[src/rtl/vending_machine_pkg.sv]
// -----------------------------------------------------------------------------
// vending_machine_pkg
// Shared types and constants for the vending controller:
//   - state_e       : controller state encoding (IDLE / READY / VEND)
//   - ITEM_*        : item code constants carried on item_select / item_dispensed
//   - SEG7_TABLE    : active-high {g,f,e,d,c,b,a} patterns for digits 0..9
// -----------------------------------------------------------------------------
package vending_machine_pkg;

  typedef enum logic [1:0] {
    IDLE  = 2'd0,
    READY = 2'd1,
    VEND  = 2'd2
  } state_e;

  localparam logic [1:0] ITEM_NONE = 2'd0;
  localparam logic [1:0] ITEM_1    = 2'd1;
  localparam logic [1:0] ITEM_2    = 2'd2;
  localparam logic [1:0] ITEM_3    = 2'd3;

  // Index 0 is the rightmost entry of the concatenation.
  localparam logic [9:0][6:0] SEG7_TABLE = {
    7'h6F, 7'h7F, 7'h07, 7'h7D, 7'h6D,
    7'h66, 7'h4F, 7'h5B, 7'h06, 7'h3F
  };

endpackage : vending_machine_pkg

[src/rtl/vending_machine_seg7.sv]
// -----------------------------------------------------------------------------
// vending_machine_seg7
// Combinational decimal digit to seven-segment encoder.
// Ports:
//   digit_i  in  4  decimal digit 0..9 (10..15 blank the display)
//   seg_o    out 7  active-high pattern, bit order {g,f,e,d,c,b,a}
// -----------------------------------------------------------------------------
module vending_machine_seg7
  import vending_machine_pkg::*;
(
  input  logic [3:0] digit_i,
  output logic [6:0] seg_o
);

  // Table lookup; out-of-range codes produce a blank display.
  always_comb begin
    seg_o = 7'h00;
    if (digit_i <= 4'd9) begin
      seg_o = SEG7_TABLE[digit_i];
    end else begin
      seg_o = 7'h00;
    end
  end

endmodule : vending_machine_seg7

[src/rtl/vending_machine.sv]
// -----------------------------------------------------------------------------
// vending_machine
// Credit/selection vending controller. Coins and dispense presses are counted
// on 0->1 transitions of level inputs; a vend pulses the item code for one
// cycle and deducts the price. Leftover credit is kept for later purchases.
//
// Ports:
//   clk             in   1  rising-edge clock
//   rst             in   1  synchronous reset, active-high
//   item_select     in   2  0 = no request, 1..3 = item code
//   coin_insert     in   1  coin acceptor level (each rise = one coin)
//   item_dispense   in   1  dispense button level (each rise = one request)
//   display         out  7  current credit (binary, or seven-segment digit)
//   item_dispensed  out  2  item code for one cycle on a vend, else 0
//
// Build option: define VENDING_MACHINE_SEG7_EN to drive display with the
// seven-segment pattern of (credit / COIN_VALUE) mod 10 instead of binary.
// COIN_VALUE must be nonzero; MAX_CREDIT must be <= 127.
// -----------------------------------------------------------------------------
module vending_machine
  import vending_machine_pkg::*;
#(
  parameter int unsigned COIN_VALUE = 5,
  parameter int unsigned PRICE_1    = 10,
  parameter int unsigned PRICE_2    = 15,
  parameter int unsigned PRICE_3    = 20,
  parameter int unsigned MAX_CREDIT = 127
) (
  input  logic       clk,
  input  logic       rst,
  input  logic [1:0] item_select,
  input  logic       coin_insert,
  input  logic       item_dispense,
  output logic [6:0] display,
  output logic [1:0] item_dispensed
);

  localparam logic [7:0] COIN_V = 8'(COIN_VALUE);
  localparam logic [7:0] MAX_C  = 8'(MAX_CREDIT);

`ifdef VENDING_MACHINE_SEG7_EN
  localparam logic [6:0] DISPLAY_RST = SEG7_TABLE[0];
`else
  localparam logic [6:0] DISPLAY_RST = 7'd0;
`endif

  state_e     state_q, state_d;
  logic [1:0] sel_q, sel_d;
  logic [7:0] credit_q, credit_d;
  logic       coin_q, disp_q;
  logic [1:0] item_dispensed_q, item_dispensed_d;
  logic [6:0] display_q, display_d;

  logic       coin_rise_s, disp_rise_s, vend_s;
  logic [7:0] price_s;
  logic [8:0] credit_sum_s;

  assign coin_rise_s = coin_insert & ~coin_q;
  assign disp_rise_s = item_dispense & ~disp_q;

  // Price of the currently latched selection.
  always_comb begin
    price_s = 8'd0;
    case (sel_q)
      ITEM_1:  price_s = 8'(PRICE_1);
      ITEM_2:  price_s = 8'(PRICE_2);
      ITEM_3:  price_s = 8'(PRICE_3);
      default: price_s = 8'd0;
    endcase
  end

  // State register.
  always_ff @(posedge clk) begin
    if (rst) begin
      state_q <= IDLE;
    end else begin
      state_q <= state_d;
    end
  end

  // Next-state and selection logic. A successful vend keeps sel so the VEND
  // cycle can present it; a select arriving in that same cycle is dropped.
  always_comb begin
    state_d = state_q;
    sel_d   = sel_q;
    vend_s  = 1'b0;
    case (state_q)
      IDLE, READY: begin
        if ((state_q == READY) && disp_rise_s && (credit_q >= price_s)) begin
          vend_s  = 1'b1;
          state_d = VEND;
        end else if (item_select != ITEM_NONE) begin
          sel_d   = item_select;
          state_d = READY;
        end else begin
          state_d = state_q;
        end
      end
      VEND: begin
        state_d = IDLE;
        sel_d   = ITEM_NONE;
      end
      default: begin
        state_d = IDLE;
        sel_d   = ITEM_NONE;
      end
    endcase
  end

  // Credit update: deduction and coin both apply, result saturates.
  always_comb begin
    credit_sum_s = {1'b0, credit_q}
                 - (vend_s      ? {1'b0, price_s} : 9'd0)
                 + (coin_rise_s ? {1'b0, COIN_V}  : 9'd0);
    if (credit_sum_s > {1'b0, MAX_C}) begin
      credit_d = MAX_C;
    end else begin
      credit_d = credit_sum_s[7:0];
    end
  end

`ifdef VENDING_MACHINE_SEG7_EN
  logic [7:0] coin_count_s;
  logic [3:0] digit_s;
  logic [6:0] seg_s;

  assign coin_count_s = credit_d / COIN_V;
  assign digit_s      = 4'(coin_count_s % 8'd10);

  vending_machine_seg7 u_seg7 (
    .digit_i (digit_s),
    .seg_o   (seg_s)
  );
`endif

  // Output decode, computed from next-cycle values so outputs are registered.
  always_comb begin
    item_dispensed_d = ITEM_NONE;
    if (vend_s) begin
      item_dispensed_d = sel_q;
    end else begin
      item_dispensed_d = ITEM_NONE;
    end
`ifdef VENDING_MACHINE_SEG7_EN
    display_d = seg_s;
`else
    display_d = credit_d[6:0];
`endif
  end

  // Datapath registers. Edge history resets high so inputs held through reset
  // are not counted until released and pressed again.
  always_ff @(posedge clk) begin
    if (rst) begin
      sel_q    <= ITEM_NONE;
      credit_q <= 8'd0;
      coin_q   <= 1'b1;
      disp_q   <= 1'b1;
    end else begin
      sel_q    <= sel_d;
      credit_q <= credit_d;
      coin_q   <= coin_insert;
      disp_q   <= item_dispense;
    end
  end

  // Output registers.
  always_ff @(posedge clk) begin
    if (rst) begin
      item_dispensed_q <= ITEM_NONE;
      display_q        <= DISPLAY_RST;
    end else begin
      item_dispensed_q <= item_dispensed_d;
      display_q        <= display_d;
    end
  end

  assign item_dispensed = item_dispensed_q;
  assign display        = display_q;

endmodule : vending_machine

[config.mk]
export PLATFORM = sky130hd
export DESIGN_NAME = vending_machine
export DESIGN_NICKNAME = d
export VERILOG_FILES = /design/src/rtl/vending_machine_pkg.sv /design/src/rtl/vending_machine_seg7.sv /design/src/rtl/vending_machine.sv
export SDC_FILE = /design/constraint.sdc
export NUM_CORES = 1
export LEC_CHECK = 0
export ABC_AREA = 0
export BUFFER_PORTS_ARGS = -buffer_cell sky130_fd_sc_hd__buf_2
export CAP_MARGIN = 20
export CELL_PAD_IN_SITES_DETAIL_PLACEMENT = 0
export CELL_PAD_IN_SITES_GLOBAL_PLACEMENT = 1
export CORE_UTILIZATION = 40
export CTS_BUF_LIST = sky130_fd_sc_hd__clkbuf_16
export DETAILED_ROUTE_END_ITERATION = 16
export GPL_TIMING_DRIVEN = 0
export PLACE_DENSITY = 0.74
export SYNTH_ARGS = -nofsm -noshare
export SYNTH_HDL_FRONTEND = slang
export SYNTH_HIERARCHICAL = 1
export SYNTH_SLANG_ARGS = --single-unit
[constraint.sdc]
create_clock -name clk -period 5 [get_ports clk]
set_input_delay 1 -clock clk [delete_from_list [all_inputs] [get_ports clk]]
set_output_delay 1 -clock clk [all_outputs]
set_load 0.01 [all_outputs]
* Yosys cells after proc, flatten, opt, wreduce, memory -nomap -nowiden *
Index checks and enable logic that the tools add are counted.

word-level totals
  bits in registers = 16
  input port bits = 6
  output and inout port bits = 9
  logic and storage cells = 42

operators by class
  add/sub/neg operators = 2
  $lt $le $gt $ge = 2
  eq/ne operators = 4
  multiplexer cells = 8
  bitwise logic cells = 7
  reduce and logical (&&, ||, !) cells = 11

operators with widths
  cell                  count
  $pmux W5 S3           1
  $add A9 B3 Y9         1
  $gt A9 B7 Y1 const B  1
  $sub A8 B8 Y9         1
  $ge A8 B8 Y1          1
  $mux W8               1
  $reduce_or A2 Y1      4
  $mux W7               1
  $not A1 Y1            5
  $eq A2 B1 Y1 const B  2
  $eq A2 B2 Y1 const B  2
  $mux W2               2
  $reduce_bool A2 Y1    2
  $mux W3               1
  $reduce_or A3 Y1      1
  $and A1 B1 Y1         2
  $logic_and A1 B1 Y1   2
  $logic_not A2 Y1      1
  $mux W1               2
  $reduce_and A2 Y1     1

* Logic depth before layout (Yosys ltp) *
Gate-level depths: netlist of the first run.

  word-level depth = 11
  depth in mapped cells = 18

* Least setup slack after synthesis of the first run *
OpenSTA, ideal clock, no wires.

  path type = register -> register
  from = register sel_q[1]
  to = register credit_q[2]
  library setup time = 140 ps
  arrival time = 3503 ps
  path slack = 1358 ps
  stages on the path, launching flop included = 19
  path buffers = 0
  clock period less this slack = 3642 ps
  cell sequence = dfxtp_1 -> ha_1 -> inv_1 -> ha_1 -> a211oi_1 -> o21ai_1 -> a21oi_1 -> nor2_1 -> and2_1 -> ha_1 -> inv_1 -> ha_1 -> inv_1 -> fa_1 -> nand2b_1 -> a211oi_1 -> o22ai_1 -> xnor2_1 -> a31oi_1

between the ends
  word-level cells in the longest chain between the ends = 11
  elaborated cells between the ends (all ways) = 13
  those cells by class = 2 x add/sub; 2 x order compare; 3 x eq/ne; 5 x mux; 1 x reduce/logical

RTL lines
  item                                          line                    text
  from (decl)                                   vending_machine.sv:48   logic [1:0] sel_q, sel_d;
  from (signal assigned)                        vending_machine.sv:160  sel_q <= sel_d;
  $eq A2 B2 Y1 or $eq A2 B1 Y1 (tied branches)  vending_machine.sv:64   case (sel_q)
  $pmux W5 S3 (*)                               vending_machine.sv:64
  $ge A8 B8 Y1                                  vending_machine.sv:89   if ((state_q == READY) && disp_rise_s && (credit_q >= price_s)) begin
  $logic_and A1 B1 Y1                           vending_machine.sv:89
  $mux W1                                       vending_machine.sv:89
  $mux W1                                       vending_machine.sv:87   case (state_q)
  $mux W8 (*)                                   vending_machine.sv:113  - (vend_s ? {1'b0, price_s} : 9'd0)
  $sub A8 B8 Y9 (*)                             vending_machine.sv:113
  $add A9 B3 Y9 (*)                             vending_machine.sv:114  + (coin_rise_s ? {1'b0, COIN_V} : 9'd0);
  $gt A9 B7 Y1                                  vending_machine.sv:115  if (credit_sum_s > {1'b0, MAX_C}) begin
  $mux W7 (*)                                   vending_machine.sv:115
  to (signal assigned)                          vending_machine.sv:161  credit_q <= credit_d;
  to (decl)                                     vending_machine.sv:49   logic [7:0] credit_q, credit_d;

Every way passes the cells marked *; elsewhere a longest branch is shown, timed or not.
A chain may end at the register's enable or synchronous reset.

* Final worst setup path of the first run *
  from = register sel_q[1]
  to = register credit_q[5]

The elaborated chain is that of the path after synthesis.

==> results.sh, run 1 <==
export IMPL_grt_pass1_vias=879
export IMPL_reg2reg_depth=18
export IMPL_dp_slack_ns=0.667
export IMPL_synthTopCellsByCount="22 x ha_1, 16 x dfxtp_1, 14 x inv_1"
export IMPL_io_buffer_count=14
export IMPL_setup_slack_ns=0.659
export IMPL_ys_flop_type="dfxtp_1"
export IMPL_start_util=0.426
export IMPL_tns_ns=0
export IMPL_num_nets_final=186
export IMPL_critPathMaxFanout=7
export IMPL_grt_first_pass_wirelength_mm=3.89
export IMPL_via_count=961
export IMPL_first_iter_violations=39
export IMPL_drc_errors=2
export IMPL_fin_area_sq_um=1380
export IMPL_via_per_inst=5.17
export IMPL_ys_top_cells_by_area="dfxtp_1 27%, ha_1 23%, buf_4 4.4%"
export IMPL_area_growth_syn_to_layout_pct=15.7
export IMPL_power_density_nw_per_um2=696
export IMPL_grt_max_degree=11
export IMPL_synth_most_common_cell="ha_1"
export IMPL_cts_hold_buffers_added=0
export IMPL_dieArea_sq_um=3210
export IMPL_synth_edff_count=0
export IMPL_synthesis_nets=167
export IMPL_placementRows=19
export IMPL_synth_area_leader_cell="dfxtp_1"
export IMPL_worstPathRequired_ns=5.10
export IMPL_postCtsSetupBuffers=0
export IMPL_cpMaxStageDelayCell="xnor2_1"
export IMPL_io_pins=15
export IMPL_setup_viol=0
export IMPL_root_buffer="clkbuf_16"
export IMPL_violations="DRC"
export IMPL_timing_rr_start="sel_q[1]$_SDFFE_PP0P_"
export IMPL_cap_viol_max_count=0
export IMPL_cpMostUsedCell="ha_1"
export IMPL_ys_types=35
export IMPL_netlist_area_sq_um=1200
export IMPL_synthArstFlopShare=0
export IMPL_regToRegSetupSlack_ns=0.66
export IMPL_cp_arrival_ns=4.44
export IMPL_place_congestion=0.754
export IMPL_synth_cells=137
export IMPL_clk_pin_slew_ns=0.05
export IMPL_ys_ff_latch=16
export IMPL_cts_resized=0
export IMPL_timing_rr_end="credit_q[5]$_SDFF_PP0_"
export IMPL_cts_sinks=16
export IMPL_gr_total_overflow=0
export IMPL_p_leak_nw=0.663
export IMPL_worst_slew_pin_slew_ns=0.594
export IMPL_numCtsBuffers=3
export IMPL_end_kind="flip-flop"
export IMPL_grt_usage=0.160
export IMPL_ant_nets=0
export IMPL_holdCritStartpoint="state_q[0]$_SDFFE_PP0P_"
export IMPL_holdWs_ns=0.508
export IMPL_fp_coreArea_sq_um=2810
export IMPL_dieWidth_um=56.7
export IMPL_min_period_ns=4.34
export IMPL_ir_drop_mv=0.287
export IMPL_first_pass_iters=10
export IMPL_wl_mm=2.24
export IMPL_yosys_warnings=6
export IMPL_die_h_um=56.7
export IMPL_worstHoldPathCells=1
export IMPL_finalHoldViolCount=0
export IMPL_drive_gt1_frac=0.187
export IMPL_clk_path_buf_depth=2
export IMPL_seq_area_frac_synth=0.268
export IMPL_finalCritPeriodShare=0.868
export IMPL_slowest_delay_ns=0.51
export IMPL_hold_end="state_q[0]$_SDFFE_PP0P_"
export IMPL_dpl_cell_area_sq_um=1310
export IMPL_timing_fmax_mhz=230
export IMPL_skew_ns=0.00377
export IMPL_crit_type="reg -> reg"
export IMPL_relSlewSlack=0.601
export IMPL_htreeDepth=1
export IMPL_cts_tree="done"
export IMPL_slew_violations=0
export IMPL_routedWlPerCell_um=12.0
export IMPL_hpwl_mm=1.78
export IMPL_design_power_total_w=0.000963
export IMPL_clock_latency_ns=0.25
export IMPL_antenna_found_initial=0
export IMPL_avgSynthCellArea_sq_um=8.73
export IMPL_critical_path_startpoint_type="flip-flop"
export IMPL_num_antenna_cells=0
export IMPL_synth_top_area_frac=0.268
export IMPL_outcome="complete, but fails checks"
export IMPL_crit_chain="ha_1 > inv_1 > ha_1 > a211oi_1 > o21ai_1 > a21oi_1 > nor2_1 > and2_1 > ha_1 > inv_1 > ha_1 > inv_1 > fa_1 > nand2b_1 > a211oi_1 > o22ai_1 > xnor2_1 > a31oi_1"
export IMPL_rsz0062_at_grt="false"
export IMPL_min_path_type="reg -> reg"
## power by group
group	internal (W)	switching, W
logic	0.000282	0.000326
clock network	0.000106	0.0000522
registers	0.000163	0.0000333
total	0.000551	0.000411
## metrics by stage
step	std cells	utilization
global placement	182	0.465
floorplan	137	-
detailed placement	182	0.465
finish	186	0.493
CTS	186	0.493
global route	186	0.493
## kinds of logic after synthesis
| kind of cell | after synthesis | synth area share |
|---|---|---|
| flops | 16 | 0.268 |
| xor+xnor | 6 | 0.0439 |
| simple gates | 35 | 0.153 |
| fa+ha+maj | 24 | 0.264 |
| other cells | 1 | 0.00314 |
| mux | 2 | 0.0178 |
| buf+inv | 24 | 0.0983 |
| compound gates | 29 | 0.153 |
## cell usage in the layout, fill, tap and decap left out, drive strengths merged, types with 2 or more instances in the layout
cell,n
or3,2
a211oi,3
or2,3
nor2,9
xnor2,2
a21oi,7
nand2,5
o21ai,6
nor3,5
xor2,4
nand3,2
inv,14
clkbuf,5
nand2b,5
a31oi,7
ha,22
a32o,2
dfxtp,16
fa,2
buf,22
## critical path: cells and delay by family (launching register included)
kind / cells / cell delay (ns)
adders and majority gates: 5 / 1.34
AOI/OAI and AO/OA: 6 / 1.28
and+or+nand+nor: 3 / 0.51
xor gates and xnor gates: 1 / 0.51
DFF: 1 / 0.37
buffers and inverters: 3 / 0.18
## area by class of cell
class                      count  area [sq um]
inverter                      14          52.6
timing repair buffer          14          70.1
clock inverter                 1          3.75
buffer                        10          65.1
multi-input combinational     97           758
tap                           31          38.8
sequential                    16           320
clock buffer                   3          75.1
fill                         274          1420
## sequential cells by signal (all words and copies together), names as in the netlist
signal,flops
coin_q,1
sel_q,2
state_q,2
disp_q,1
credit_q,8
item_dispensed,2
## worst max-delay path by stage
stage	depth (start not counted)	startpoint	to	slack [ns]
final	18	sel_q[1]$_SDFFE_PP0P_	credit_q[5]$_SDFF_PP0_	0.66
after global routing	18	sel_q[1]$_SDFFE_PP0P_	credit_q[5]$_SDFF_PP0_	0.24
after CTS	18	sel_q[0]$_SDFFE_PP0P_	credit_q[5]$_SDFF_PP0_	0.65
after detailed placement	18	sel_q[0]$_SDFFE_PP0P_	credit_q[5]$_SDFF_PP0_	0.67
after global placement	18	sel_q[0]$_SDFFE_PP0P_	credit_q[6]$_SDFF_PP0_	0.76
after floorplan	18	sel_q[1]$_SDFFE_PP0P_	credit_q[2]$_SDFF_PP0_	1.36
## per-layer routing
| metal | wire (um) | share of wire | vias to the layer above | track usage |
|---|---|---|---|---|
| li1 | - | - | 504 | - |
| met1 | 1150 | 0.51 | 424 | 0.214 |
| met2 | 958 | 0.43 | 28 | 0.248 |
| met3 | 91 | 0.041 | 5 | 0.0276 |
| met4 | 41 | 0.018 | 0 | 0.0750 |
| met5 | 0 | 0 | - | 0 |
No activity file was read; power rests on OpenSTA's default activity.
==> run 2, diff against run 1 <==
--- a/config.mk
+++ b/config.mk
@@ -6,15 +6,17 @@
 export NUM_CORES = 1
 export LEC_CHECK = 0
 export ABC_AREA = 0
+export ABC_CLOCK_PERIOD_IN_PS = 5000
 export BUFFER_PORTS_ARGS = -buffer_cell sky130_fd_sc_hd__buf_2
 export CAP_MARGIN = 20
 export CELL_PAD_IN_SITES_DETAIL_PLACEMENT = 0
 export CELL_PAD_IN_SITES_GLOBAL_PLACEMENT = 1
+export CORE_ASPECT_RATIO = 0.7
 export CORE_UTILIZATION = 40
 export CTS_BUF_LIST = sky130_fd_sc_hd__clkbuf_16
 export DETAILED_ROUTE_END_ITERATION = 16
 export GPL_TIMING_DRIVEN = 0
-export PLACE_DENSITY = 0.74
+export PLACE_DENSITY_LB_ADDON = 0.1
 export SYNTH_ARGS = -nofsm -noshare
 export SYNTH_HDL_FRONTEND = slang
 export SYNTH_HIERARCHICAL = 1
==> run 2 against run 1 <==
  * The run now ends clean
  * Global-route usage is 0.63 points higher
  * Sequential share of layout area down 0.10 points
  * Critical path depth unchanged
  * Via count increased by 0.10%
  * Die area increased by 0.10%
  * First-iteration DRC count is 13% lower
  * Non-clock buffer count did not move
  * Register-to-register slack got worse by 0.18 ns
  * Core utilization decreased by 0.085 points
  * Final cell count is 2.7% higher
  * Clock skew is 0.0014 ns higher
  * Combinational power grew 2%
  * Highest routed layer is now met3
==> results.sh, run 2 (synthesized netlist as in run 1, its figures left out) <==
export IMPL_grt_pass1_vias=820
export IMPL_power_density_nw_per_um2=702
export IMPL_relSlewSlack=0.529
export IMPL_num_antenna_cells=0
export IMPL_largest_reg_flops=8
export IMPL_num_nets_final=186
export IMPL_regMostFlops="credit_q"
export IMPL_cts_sinks=16
export IMPL_timing_fmax_mhz=221
export IMPL_clk_pin_slew_ns=0.05
export IMPL_ant_nets=0
export IMPL_skew_ns=0.00514
export IMPL_slew_violations=0
export IMPL_clock_latency_ns=0.25
export IMPL_cap_viol_max_count=0
export IMPL_drive_gt1_frac=0.187
export IMPL_cts_hold_buffers_added=0
export IMPL_setup_slack_ns=0.480
export IMPL_io_pins=15
export IMPL_via_per_inst=5.04
export IMPL_worst_slew_pin_slew_ns=0.702
export IMPL_dieWidth_um=67.4
export IMPL_ir_drop_mv=0.279
export IMPL_grt_max_degree=11
export IMPL_numCtsBuffers=3
export IMPL_drc_errors=0
export IMPL_clk_path_buf_depth=2
export IMPL_postCtsSetupBuffers=0
export IMPL_critical_path_startpoint_type="flip-flop"
export IMPL_critPathMaxFanout=7
export IMPL_worstPathRequired_ns=5.09
export IMPL_grt_usage=0.166
export IMPL_p_leak_nw=0.663
export IMPL_first_pass_iters=4
export IMPL_place_congestion=0.763
export IMPL_io_buffer_count=14
export IMPL_layout_commonest_cell="ha_1"
export IMPL_final_cell_mix="22 x ha_1, 16 x dfxtp_1, 15 x buf_2, 14 x inv_1, 9 x nor2_1"
export IMPL_cp_arrival_ns=4.61
export IMPL_cts_resized=0
export IMPL_htreeDepth=1
export IMPL_gr_total_overflow=0
export IMPL_setup_viol=0
export IMPL_slowest_delay_ns=0.59
export IMPL_cp_buffers_inverters=3
export IMPL_placementRows=16
export IMPL_crit_family="adder cells"
export IMPL_min_period_ns=4.52
export IMPL_min_path_type="reg -> reg"
export IMPL_post_route_util=0.492
export IMPL_dieArea_sq_um=3220
export IMPL_routedWlPerCell_um=12.9
export IMPL_die_h_um=47.8
export IMPL_end_kind="flip-flop"
export IMPL_wl_mm=2.46
export IMPL_grt_first_pass_wirelength_mm=3.84
export IMPL_outcome="complete, no violations"
export IMPL_start_util=0.424
export IMPL_dp_slack_ns=0.593
export IMPL_crit_type="reg -> reg"
export IMPL_root_buffer="clkbuf_16"
export IMPL_tns_ns=0
export IMPL_crit_chain="ha_1 > inv_1 > ha_1 > a211oi_1 > o21ai_1 > a21oi_1 > nor2_1 > and2_1 > ha_1 > inv_1 > ha_1 > inv_1 > fa_1 > nand2b_1 > a211oi_1 > o22ai_1 > xnor2_1 > a31oi_1"
export IMPL_via_count=962
export IMPL_finalHoldViolCount=0
export IMPL_antenna_found_initial=0
export IMPL_cts_tree="done"
export IMPL_finalCritPeriodShare=0.904
export IMPL_first_iter_violations=34
export IMPL_hpwl_mm=1.99
export IMPL_area_growth_syn_to_layout_pct=16.2
export IMPL_rsz0062_at_grt="false"
export IMPL_cpMaxStageDelayCell="xnor2_1"
export IMPL_cpMostUsedCell="ha_1"
export IMPL_fp_coreArea_sq_um=2820
[run 2: layout make-up]
type                            count  area [sq um]
Inverter                           14          52.6
Timing Repair Buffer               14          70.1
Clock buffer                        3          75.1
Fill cell                         278          1430
Buffer                             10          65.1
Sequential cell                    16           320
Clock inverter                      1          3.75
Tap cell                           36          45.0
Multi-Input combinational cell     97           758
[run 2: worst paths after layout]
kind                           start                 endpoint  slack (ns)  depth (start not counted)
min reg2reg  state_q[0]$_SDFFE_PP0P_  state_q[0]$_SDFFE_PP0P_        0.50                          1
max reg2reg    sel_q[1]$_SDFFE_PP0P_   credit_q[2]$_SDFF_PP0_        0.48                         18
min          state_q[0]$_SDFFE_PP0P_  state_q[0]$_SDFFE_PP0P_        0.50                          1
max            sel_q[1]$_SDFFE_PP0P_   credit_q[2]$_SDFF_PP0_        0.48                         18
[run 2: worst register-to-register path, stage by stage (launching register included)]
cell and delay (ns):
dfxtp_1 0.39, ha_1 0.23, inv_1 0.06, ha_1 0.28, a211oi_1 0.23, o21ai_1 0.10
a21oi_1 0.28, nor2_1 0.13, and2_1 0.19, ha_1 0.27, inv_1 0.06, ha_1 0.19
inv_1 0.08, fa_1 0.40, nand2b_1 0.18, a211oi_1 0.34, o22ai_1 0.17, xnor2_1 0.59
a31oi_1 0.19
[run 2: routing by layer]
metal  vias up  part of all wire  global-route usage
li1        503                 -                   -
met1       433              0.56               0.250
met2        26              0.39               0.240
met3         0             0.046              0.0500
met4         0                 0              0.0128
met5         -                 0                   0
[run 2: through the flow]
stage | instances | hold WS, ns | cell area, sq um | total power (W)
floorplan | 137 | 0.461 | 1200 | 0.000679
global placement | 187 | 0.483 | 1310 | 0.000805
detailed placement | 187 | 0.484 | 1310 | 0.000822
CTS | 191 | 0.501 | 1390 | 0.000982
global route | 191 | 0.519 | 1390 | 0.00108
finish | 191 | 0.504 | 1390 | 0.000976
[run 2: where the power goes]
group / internal [W] / switching (W) / total [W] / leakage (nW)
sequential: 0.000163 / 0.0000360 / 0.000199 / 0.134
clock: 0.000106 / 0.0000490 / 0.000155 / 0.0385
combinational: 0.000283 / 0.000340 / 0.000623 / 0.491
total: 0.000552 / 0.000425 / 0.000976 / 0.663
